File: src/rtl/seq_pattern_tx.sv
// seq_pattern_tx: serial MSB-first pattern transmitter with repeat count, inter-repetition gaps and abort.
// Ports: clk, reset (async, active-high); start_i, use_default_i, pattern_in_i, repeat_cnt_i,
// gap_len_i (all sampled on the accepting edge); abort_i (cancels an active transfer);
// ready_o, out_o, out_valid_o, frame_start_o, done_o (all registered).
module seq_pattern_tx #(
  parameter int PAT_W = 5,
  parameter logic [PAT_W-1:0] DEF_PAT = 5'b10011,
  parameter int CNT_W = 4,
  parameter int GAP_W = 3
) (
  input  logic             clk,
  input  logic             reset,
  input  logic             start_i,
  input  logic             use_default_i,
  input  logic [PAT_W-1:0] pattern_in_i,
  input  logic [CNT_W-1:0] repeat_cnt_i,
  input  logic [GAP_W-1:0] gap_len_i,
  input  logic             abort_i,
  output logic             ready_o,
  output logic             out_o,
  output logic             out_valid_o,
  output logic             frame_start_o,
  output logic             done_o
);
  localparam int IW = $clog2(PAT_W);
  localparam logic [IW-1:0] MSB = IW'(PAT_W - 1);
  typedef enum logic [1:0] {IDLE, SHIFT, GAP, DONE} state_t;
  state_t state_q, state_d;
  logic [PAT_W-1:0] pat_q, pat_d;
  logic [IW-1:0] idx_q, idx_d;
  logic [CNT_W-1:0] rep_q, rep_d;
  logic [GAP_W-1:0] gap_q, gap_d, gcnt_q, gcnt_d;
  logic ready_d, out_d, out_valid_d, frame_start_d, done_d;
  always_ff @(posedge clk or posedge reset) begin
    if (reset) begin
      state_q       <= IDLE;
      pat_q         <= '0;
      idx_q         <= '0;
      rep_q         <= '0;
      gap_q         <= '0;
      gcnt_q        <= '0;
      ready_o       <= 1'b1;
      out_o         <= 1'b0;
      out_valid_o   <= 1'b0;
      frame_start_o <= 1'b0;
      done_o        <= 1'b0;
    end else begin
      state_q       <= state_d;
      pat_q         <= pat_d;
      idx_q         <= idx_d;
      rep_q         <= rep_d;
      gap_q         <= gap_d;
      gcnt_q        <= gcnt_d;
      ready_o       <= ready_d;
      out_o         <= out_d;
      out_valid_o   <= out_valid_d;
      frame_start_o <= frame_start_d;
      done_o        <= done_d;
    end
  end
  always_comb begin
    state_d = state_q;
    pat_d   = pat_q;
    idx_d   = idx_q;
    rep_d   = rep_q;
    gap_d   = gap_q;
    gcnt_d  = gcnt_q;
    case (state_q)
      IDLE: if (start_i) begin
        state_d = SHIFT;
        pat_d   = use_default_i ? DEF_PAT : pattern_in_i;
        rep_d   = (repeat_cnt_i == '0) ? CNT_W'(1) : repeat_cnt_i;
        gap_d   = gap_len_i;
        idx_d   = MSB;
      end
      SHIFT: if (idx_q == '0) begin
        rep_d   = rep_q - 1'b1;
        idx_d   = MSB;
        gcnt_d  = gap_q;
        state_d = (rep_q == CNT_W'(1)) ? DONE : (gap_q != '0) ? GAP : SHIFT;
      end else begin
        idx_d = idx_q - 1'b1;
      end
      GAP: begin
        gcnt_d  = gcnt_q - 1'b1;
        state_d = (gcnt_q == GAP_W'(1)) ? SHIFT : GAP;
      end
      default: state_d = IDLE;
    endcase
    if (abort_i && state_q != IDLE) state_d = IDLE;
    // Outputs are computed from the next state so the registered values line up with it.
    ready_d       = state_d == IDLE;
    out_valid_d   = state_d == SHIFT;
    out_d         = (state_d == SHIFT) & pat_d[idx_d];
    frame_start_d = (state_d == SHIFT) && (idx_d == MSB);
    done_d        = state_d == DONE;
  end
endmodule
File: config.mk
export PLATFORM = sky130hd
export DESIGN_NAME = seq_pattern_tx
export DESIGN_NICKNAME = d
export VERILOG_FILES = /design/src/rtl/seq_pattern_tx.sv
export SDC_FILE = /design/constraint.sdc
export NUM_CORES = 1
export LEC_CHECK = 0
export CAP_MARGIN = 20
export CORE_UTILIZATION = 51
export CTS_CLUSTER_DIAMETER = 200
export DETAILED_ROUTE_END_ITERATION = 8
export PLACE_DENSITY = 0.77
export SLEW_MARGIN = 30
export SYNTH_ARGS = -nofsm -noshare
export SYNTH_HDL_FRONTEND = slang
export SYNTH_SLANG_ARGS = --single-unit
File: constraint.sdc
create_clock -name clk -period 2.6 [get_ports clk]
set_input_delay 0.78 -clock clk [delete_from_list [all_inputs] [get_ports clk]]
set_output_delay 0.78 -clock clk [all_outputs]
set_load 0.02 [all_outputs]
==> results of run 1 <==
==> registers in the layout, summed over array words and instances, names as in the netlist <==
signal and cells:
done_o 1, state_q 2, out_valid_o 1, out_o 1, frame_start_o 1, pat_q 5
ready_o 1, gcnt_q 3, gap_q 3, rep_q 4, idx_q 3
==> layer usage <==
metal | track usage (%) | routed length [um] | vias to the layer above
li1 | - | - | 530
met4 | 10.96 | 43 | 0
met5 | 0 | 0 | -
met3 | 4.023 | 108 | 6
met1 | 24.64 | 1146 | 530
met2 | 38.82 | 1414 | 32
==> final cells by class <==
cell class | instances | area share, %
sequential | 25 | 39.02
multi-input combinational | 95 | 38.94
timing repair buffer | 26 | 15.42
inverter | 11 | 2.570
tap | 30 | 2.336
clock buffer | 3 | 1.402
clock inverter | 1 | 0.3115
==> power by group through the flow <==
stage | Clock, mW | Combinational, mW | Sequential (mW)
2_1_floorplan | 0 | 0.600 | 0.690
3_3_place_gp | 0 | 0.774 | 0.707
3_5_place_dp | 0 | 0.798 | 0.720
4_1_cts | 0.178 | 0.804 | 0.711
5_1_grt | 0.191 | 0.896 | 0.733
6_report | 0.173 | 0.801 | 0.714
==> path summary, 6_finish.rpt <==
check	startpoint	to	slack (ns)	cells past startpoint
setup reg to reg	idx_q[0]	frame_start_o	0.69	5
max in group asynchronous	reset	ready_o	1.50	3
setup / recovery	ready_o	ready_o	0.37	1
min in group asynchronous	reset	pat_q[1]	0.81	3
hold / removal	pat_q[0]	pat_q[0]	0.49	2
hold reg to reg	pat_q[0]	pat_q[0]	0.49	2
==> logic make-up (layout without fill, tap and decap cells) <==
group / count (synthesis) / in the layout / share of synthesized area [%]
AND/OR/NAND/NOR: 50 / 50 / 21.09
AO/OA/AOI/OAI: 40 / 40 / 21.27
flip-flops: 25 / 25 / 46.95
buffers and inverters: 15 / 41 / 6.186
adder cells (fa/ha/maj): 5 / 5 / 4.499
==> worst reg2reg max path, cell delays in order, from the launching register on <==
cell and delay [ns]:
dfrtp_1 0.47, or3_1 0.46, o31ai_1 0.37, o22a_1 0.22, nand3b_1 0.21, nor4_1 0.08
==> through the flow <==
stage | setup slack (ns) | std cells | utilization (%)
after detailed placement | 0.08976 | 187 | 63.74
after CTS | 0.3592 | 191 | 64.85
final | 0.3737 | 191 | 64.85
after global routing | 0.3325 | 191 | 64.85
after global placement | 0.1540 | 187 | 63.74
after floorplan | 0.6075 | 135 | -
==> cells in the final DEF, fill, tap and decap left out, types with 5 or more instances in the layout <==
| master | synthesis | routed |
|---|---|---|
| o21ai_0 | 8 | 8 |
| nand2_1 | 19 | 19 |
| clkdlybuf4s50_1 | 0 | 21 |
| inv_1 | 10 | 10 |
| buf_4 | 1 | 5 |
| dfrtp_1 | 24 | 24 |
| a21oi_1 | 7 | 7 |
==> results.md, run 1 <==
- Fin. max-slew vios: 0
- Switching power: ~0.70 mW
- Dpl hpwl: around 2100 um
- Max Cap Viol: 0
- Syn_nets: approximately 160
- Synth Instances: between 100 and 150
- Row count: 18
- Worst path required time: roughly 1.8 ns
- Worst setup EP type: output port
- Netlist Area Pre-Place: about 0.0013 mm2
- ANT nets after route: 0
- Status: completed
- Minimum clock period: 2.226 ns
- Final instance area: 0.001607 mm2
- DP Area: approximately 0.0016 mm2
- Antenna violations before repair: 0
- Worst EP arrival: ~1.5 ns
- Fill cells: 213
- Worst slew pin tran: 0.5202 ns
- Combinational share of power: between 40% and 50%
- Share of cells above drive strength 1: 11.80%
- Bufs on Longest Clock Path: 2
- CTS tree: done
- Slowest stage cell, crit path: clkdlybuf4s50_1
- Yosys warnings: 0
- GR Overflow Total: 0
- Largest net degree at the start of global routing: 26
- CP Cell Sequence: clkdlybuf4s50_1
- Vias in the first global route: between 1k and 1.5k
- RSZ-0062 raised after global routing: no
- Initial Util: between 50% and 60%
- Tot Pwr: between 1.5 and 2 mW
- Footprint of the multi-input gates: between 600 and 700 um2
- Synth Flop Type: dfrtp_1
- Power per cell area: between 1000 and 1500 mW/mm2
- Leakage power: around 0.74 nW
- Net count, final: 183
- Top-count cell post-synth: dfrtp_1
- Chip width: around 53 um
- DRT iter0 DRCs: 28
- IO Pins: 22
- DRT Wirelength: around 2700 um
- Post-CTS setup buffers: 0
- Die area: roughly 0.0028 mm2
- Worst Skew: between 0.002 and 0.003 ns
- Setup violations, final: 0
- Drt wl/cell: between 10 and 15 um
- # clock sinks: 25
- Pint: slightly below 1 mW
- Top cell type's share of synthesized area: between 40 and 50%
- Vias/cell: around 5.7
- Timing-limited maximum frequency: approximately 0.45 GHz
- Fin crit share: between 80% and 90%
- CP delay by family, top: buffers and inverters
- Root Driver: clkbuf_4
- Crit path launch type: flip-flop
- Antenna Diode Count: 0
- Cts hold-fix bufs: 0
- Area contributors post-synth: dfrtp_1 45%, nand2_1 5.3%, ha_1 3.7%, o21ai_0 3.0%, inv_1 2.8%
- Die Height: about 53 um
- Clock latency on the worst-skew pair: 0.31 ns
- Via count: 1,098
- Sequential share of power: a little over two fifths
- Critical path type: reg2out
- First-pass GRT wire length: about 4400 um
- Core Area: ~0.0025 mm2
- Asr flop ratio synth: 100.0%
- Worst vdd ir: between 700 and 800 uV
- Headroom to the max-slew limit: 64.87%
- Reg area: 626.9 um2
- DRC violations left: 0
- H-tree depth: 1
- Yosys reg bits: 25
- CTS buffer count: 3
- TNS Setup: 0 ns
- Worst min path class: reg2reg
- Largest stage delay, worst path: approximately 0.59 ns
- CP Buf/Inv Count: 1
- Port buffer count: 21
- Fin. Hold Viols: 0
- WHS: 0.4892 ns
- Post_cts resized: 0
- Post-synth EDFFs: 0
- Drt pass-1 iters: 4
- Syn avg cell area: 9.889 um2
- GP Congestion: between 0.8 and 0.9
- Clock transition at path regs: approximately 0.14 ns
- Worst-path fanout max: 1
- Post-synthesis sequential area ratio: between 40% and 50%
- Netlist cell types: between 40 and 50
- Dominant cell type by area after synthesis: dfrtp_1
- Area Growth Syn to Fin: 20.34%
- Commonest cells post-synth: 24 x dfrtp_1, 19 x nand2_1, 10 x inv_1, 8 x o21ai_0, 7 x a21oi_1
- Switch share: 41.49%
- Clk pwr share: approximately a tenth
- Total GRT Usage: approximately 22%
Power figures use the tool's default switching activity.
==> run 2, diff against run 1 <==
Settings changed: CTS_CLUSTER_DIAMETER 200 to 150.
==> results of run 2 <==
The final DEF is identical to that of run 1; final timing and power are the same.
